$ cat src/rtl/cpu_run_ctrl.sv
// cpu_run_ctrl: program store and load/run/halt/step sequencer for the 4-bit cpu core
module cpu_run_ctrl #(
    parameter int CNT_W = 16
) (
    input  logic             clk,
    input  logic             n_rst,
    input  logic [3:0]       addr,
    output logic [3:0]       opecode,
    output logic [3:0]       imm,
    output logic             cpu_n_rst,
    input  logic             ld_valid,
    input  logic [3:0]       ld_addr,
    input  logic [7:0]       ld_data,
    output logic             ld_ready,
    input  logic             cmd_load,
    input  logic             cmd_halt,
    input  logic             cmd_step,
    input  logic             cmd_run,
    input  logic             bp_en,
    input  logic [3:0]       bp_addr,
    output logic [1:0]       state,
    output logic             bp_hit,
    output logic [CNT_W-1:0] exec_count
);
    typedef enum logic [1:0] {LOAD = 2'd0, HALT = 2'd1, RUN = 2'd2, STEP = 2'd3} state_t;
    state_t     cur, nxt;
    logic [7:0] mem [16];
    logic       first_run, bp_block, issue, bp_set, bp_clr;
    assign state    = cur;
    assign ld_ready = cur == LOAD;
    assign bp_block = bp_en && addr == bp_addr && !first_run;
    assign issue    = (cur == RUN && !bp_block) || cur == STEP;
    assign {opecode, imm} = issue ? mem[addr] : {4'hF, addr};
    always_comb begin
        nxt    = cur;
        bp_set = 1'b0;
        bp_clr = 1'b0;
        case (cur)
            LOAD: nxt = cmd_halt ? HALT : cmd_step ? STEP : cmd_run ? RUN : LOAD;
            HALT: nxt = cmd_load ? LOAD : cmd_halt ? HALT : cmd_step ? STEP : cmd_run ? RUN : HALT;
            RUN:  nxt = cmd_load ? LOAD : (cmd_halt || bp_block) ? HALT : RUN;
            STEP: nxt = cmd_load ? LOAD : HALT;
        endcase
        bp_set = cur == RUN && !cmd_load && !cmd_halt && bp_block;
        // every transition that does not land in HALT is an accepted load/step/run
        bp_clr = nxt != cur && nxt != HALT;
    end
    always_ff @(posedge clk or negedge n_rst) begin
        if (!n_rst) begin
            cur        <= LOAD;
            cpu_n_rst  <= 1'b0;
            first_run  <= 1'b0;
            bp_hit     <= 1'b0;
            exec_count <= '0;
            for (int i = 0; i < 16; i++) mem[i] <= 8'h00;
        end else begin
            cur       <= nxt;
            cpu_n_rst <= nxt != LOAD;
            first_run <= nxt == RUN && cur != RUN;
            bp_hit    <= bp_set ? 1'b1 : bp_clr ? 1'b0 : bp_hit;
            if (nxt == LOAD && cur != LOAD)
                exec_count <= '0;
            else if (issue && !(&exec_count))
                exec_count <= exec_count + 1'b1;
            if (ld_valid && cur == LOAD)
                mem[ld_addr] <= ld_data;
        end
    end
endmodule

$ cat config.mk
export PLATFORM = sky130hd
export DESIGN_NAME = cpu_run_ctrl
export DESIGN_NICKNAME = d
export VERILOG_FILES = /design/src/rtl/cpu_run_ctrl.sv
export SDC_FILE = /design/constraint.sdc
export NUM_CORES = 1
export LEC_CHECK = 0
export ABC_AREA = 1
export ABC_CLOCK_PERIOD_IN_PS = 3900
export BUFFER_PORTS_ARGS = -buffer_cell sky130_fd_sc_hd__buf_2
export CAP_MARGIN = 20
export CELL_PAD_IN_SITES_DETAIL_PLACEMENT = 1
export CELL_PAD_IN_SITES_GLOBAL_PLACEMENT = 1
export CORE_UTILIZATION = 40
export DETAILED_ROUTE_END_ITERATION = 6
export GPL_TIMING_DRIVEN = 0
export PLACE_DENSITY = 0.76
export SETUP_SLACK_MARGIN = 0.4
export SLEW_MARGIN = 25
export SYNTH_ARGS = -nofsm -noshare
export SYNTH_HDL_FRONTEND = slang
export SYNTH_SLANG_ARGS = --single-unit
$ cat constraint.sdc
create_clock -name clk -period 3.9 [get_ports clk]
set_input_delay 0.585 -clock clk [delete_from_list [all_inputs] [get_ports clk]]
set_output_delay 0.585 -clock clk [all_outputs]
set_load 0.03 [all_outputs]
==> results <==
- The detail route stage leaves a number of antenna-violating nets equal to 0.
- The post-route clock skew is 14.10 ps.
- In this run, the number of DRC markers left after iteration 0 of detailed routing was 397.
- Traced cell by cell, the critical path runs through buf_4, inv_2, nand2_1, nand2_1, nor2_2, a31oi_1, clkbuf_1, nand3_1, o21ai_0, buf_2.
- The standard cell area after detailed placement is 0.007756 mm².
- The sort of element at the end of the critical path is an output pin.
- Relative to the synthesized area, the layout overhead comes to 16.78%.
- Setup repair after global routing left no endpoint under its margin.
- The placed wire-length estimate is 16.50 mm.
- The clock transition at the registers of the reported paths is 60 ps.
- The wire length of the first global-routing pass is 36.49 mm.
- Yosys printed 0 warnings.
- The die is 135.9 µm wide.
- After synthesis the netlist holds a flip-flop and latch count of 149.
- The count of buffers added on input and output ports is 54.
- Dividing the detail-routed wire length by the instance count gives 18.79 µm.
- The final core area utilization is 48.05%.
- In this run the worst hold path is classified as primary input to async pin.
- The slew at the pin closest to its max-slew limit is 730.2 ps.
- By area the synthesized netlist is led by sky130_fd_sc_hd__dfrtp_1 (52%), sky130_fd_sc_hd__o21ai_0 (14%), sky130_fd_sc_hd__nand2_1 (11%).
- The final weighted congestion of routability-driven global placement is 0.8595.
- At the worst endpoint, the arrival time is 2550 ps.
- In this design, the largest share of critical-path delay is due to buffers and inverters.
- Based on the critical path, the design can be clocked at up to 318.7 MHz.
- In the post-synthesis netlist, the cell with the most instances is sky130_fd_sc_hd__nand2_1.
- TritonCTS built the clock tree.
- The first detailed-routing pass ran for 5 iterations.
- The ratio of final minimum period to clock period is 80.46%.
- For this design the static power due to leakage is 4.011 nW.
- The initial core utilization is 41.15%.
- The synthesized design spends more area on one cell type than any other, namely sky130_fd_sc_hd__dfrtp_1.
- In this run the vertical extent of the chip is 135.9 µm.
- The final layout contains 998 nets.
- The maximum ir drop on the vdd rail is 0.3337 mV.
- The worst setup path is launched from a primary input.
- The longest clock path from root to sink contains 2 buffers.
- The count of unresolved DRC violations after routing is 0.
- The floorplan step defined a core boundary enclosing 0.01742 mm².
- The number of maximum-capacitance constraint violations is 0.
- The flow ran to the end, and the final reports show no timing, DRC or antenna violations.
- The most used flip-flop cell after synthesis is sky130_fd_sc_hd__dfrtp_1.
- The clock period minus worst slack is 3138 ps.
- Of the cells placed in the final design, the portion with a size suffix greater than 1 is 11.10%.
- The leftover overflow at the end of global routing is 0.
- The floorplan step defined a die boundary enclosing 0.01846 mm².
- By startpoint and endpoint, the worst setup path is classified as primary input to output pin.
- The worst-path maximum fanout is 10.
- The H-tree was split into 4 levels.
- The count of buffering cells on the critical path with inverters included is 4.
- The total count of max-transition violations in the final report is 0.
- The CTS buffer count is 17.
- The post-detailed-routing wire length is 22.68 mm.
- After synthesis, the most frequently instantiated cells are sky130_fd_sc_hd__nand2_1 (217), sky130_fd_sc_hd__o21ai_0 (199), sky130_fd_sc_hd__dfrtp_1 (149), sky130_fd_sc_hd__nor2_1 (96), sky130_fd_sc_hd__inv_1 (53).
- The number of nets handed over by synthesis was 924.
- The netlist area before placement is 0.007167 mm².
- The share of flip-flops with an asynchronous set or reset after synthesis is 100.0%.
- The number of hold violations in the final report was 0.
- The root buffer cell is sky130_fd_sc_hd__clkbuf_16.
- The setup TNS is 0 ps.
- The total number of vias is 6608.
- The most common cell type on the critical path is sky130_fd_sc_hd__nand2_1.
- Counting every sink on the clock net gives 149.
- The number of setup buffers added after CTS is 0.
- Of the synthesized area, sequential elements account for 52.03%.
- In this run the biggest area consumer among cell types represents 52.03% of the synthesized area.
- The number of distinct library cells after synthesis is 33.
- The via count of the first global-routing pass is 6817.
- The data required time at the worst endpoint is 3310 ps.
- With fillers left out, the area of the finished cells amounts to 0.008369 mm².
- Gates resized during post-CTS repair numbered 0.
- The number of antenna violations at the first check in global routing is 0.
- The slowest stage of the critical path belongs to the cell sky130_fd_sc_hd__clkbuf_1.
- The number of instances in the synthesized netlist is 895.
- The power after layout is 5.438 mW.
- In this run the tightest slew margin relative to its limit is 51.32%.
- The largest incremental delay on the critical path is 490 ps.
- The latest clock arrival within the worst-skew pair is 440 ps.
- Pin placement for this block handled 57 I/O pins.
- The number of enable flip-flop cells after synthesis is 0.
- The row count is 48.
- The average instance in the mapped netlist occupies 8.008 µm².
- The number of antenna diodes in the final layout is 0.
- The areal power density over the cells is 649.8 mW/mm².
- Setup violations remaining at the end of the flow were counted as 0.
- The largest net degree at the start of global routing is 79.
- After detailed routing, the number of vias per cell comes to 5.475.
- The cts-stage hold buffer count is 0.
- In the global route stage, overall resource usage came out at 26.35%.
final timing paths:
kind	startpoint	endpoint	slack, ps	cells past startpoint
max	addr[2]	imm[0]	760	10
min	n_rst	bp_hit$_DFFE_PN0P_	120	1
max reg2reg	exec_count[0]$_DFFE_PN0P_	exec_count[0]$_DFFE_PN0P_	1790	10
min reg2reg	mem[16]$_DFFE_PN0P_	mem[16]$_DFFE_PN0P_	480	2
max in group asynchronous	n_rst	mem[111]$_DFFE_PN0P_	3000	2
min in group clk	mem[16]$_DFFE_PN0P_	mem[16]$_DFFE_PN0P_	480	2
per-stage QoR:
step,setup WS [ps],instances,hold slack [ps]
4_1_cts,787.1,1207,159.1
6_report,762.1,1207,119.0
3_3_place_gp,-74.66,1174,460.6
5_1_grt,613.6,1207,168.3
3_5_place_dp,799.6,1175,467.7
2_1_floorplan,1242,895,289.4
registers in the layout, summed over array words and instances, names as in the netlist:
name and flops:
state 2, mem 128, first_run 1, cpu_n_rst 1, exec_count 16, bp_hit 1
layer usage:
layer	share of wire, %	global-route usage (%)	up-vias	routed length (µm)
met1	46	34.10	3313	10480
li1	-	-	3136	-
met5	0	0	-	0
met3	3.4	4.735	35	771
met4	2.3	10.06	0	515
met2	48	43.82	124	10910
cells by family (layout without fill, tap and decap cells):
logic type | Yosys count | in the layout | share of synthesized area (%)
buffers and inverters | 111 | 198 | 6.477
DFF | 149 | 149 | 52.03
and+or+nand+nor | 383 | 383 | 21.77
adders and majority gates | 1 | 1 | 0.1746
AOI/OAI and AO/OA | 242 | 242 | 18.45
xor gates and xnor gates | 9 | 9 | 1.100
layout by cell type, fill, tap and decap left out, types with 12 or more instances in the layout:
cell type / netlist / routed
sky130_fd_sc_hd__buf_2: 6 / 59
sky130_fd_sc_hd__nand2_1: 217 / 217
sky130_fd_sc_hd__o221ai_1: 20 / 20
sky130_fd_sc_hd__nand3_1: 51 / 51
sky130_fd_sc_hd__o21ai_0: 199 / 199
sky130_fd_sc_hd__clkbuf_1: 43 / 43
sky130_fd_sc_hd__clkbuf_16: 0 / 17
sky130_fd_sc_hd__o22ai_1: 12 / 12
sky130_fd_sc_hd__nor2_1: 96 / 96
sky130_fd_sc_hd__dfrtp_1: 149 / 149
sky130_fd_sc_hd__inv_1: 53 / 53
area by class of cell:
| type | count | area, µm² |
|---|---|---|
| buffer | 55 | 251.5 |
| clock buffer | 17 | 425.4 |
| clock inverter | 15 | 187.7 |
| fill | 2143 | 9047 |
| inverter | 56 | 212.7 |
| multi-input combinational | 635 | 2974 |
| sequential | 149 | 3729 |
| tap | 225 | 281.5 |
| timing repair buffer | 55 | 307.8 |
report_power, final:
part	switching, mW	leakage (nW)	internal [mW]
Clock	0.741	0.303	0.973
Sequential	0.346	1.96	2.11
Combinational	0.803	1.75	0.462
No activity file was read; power rests on OpenSTA's default activity.
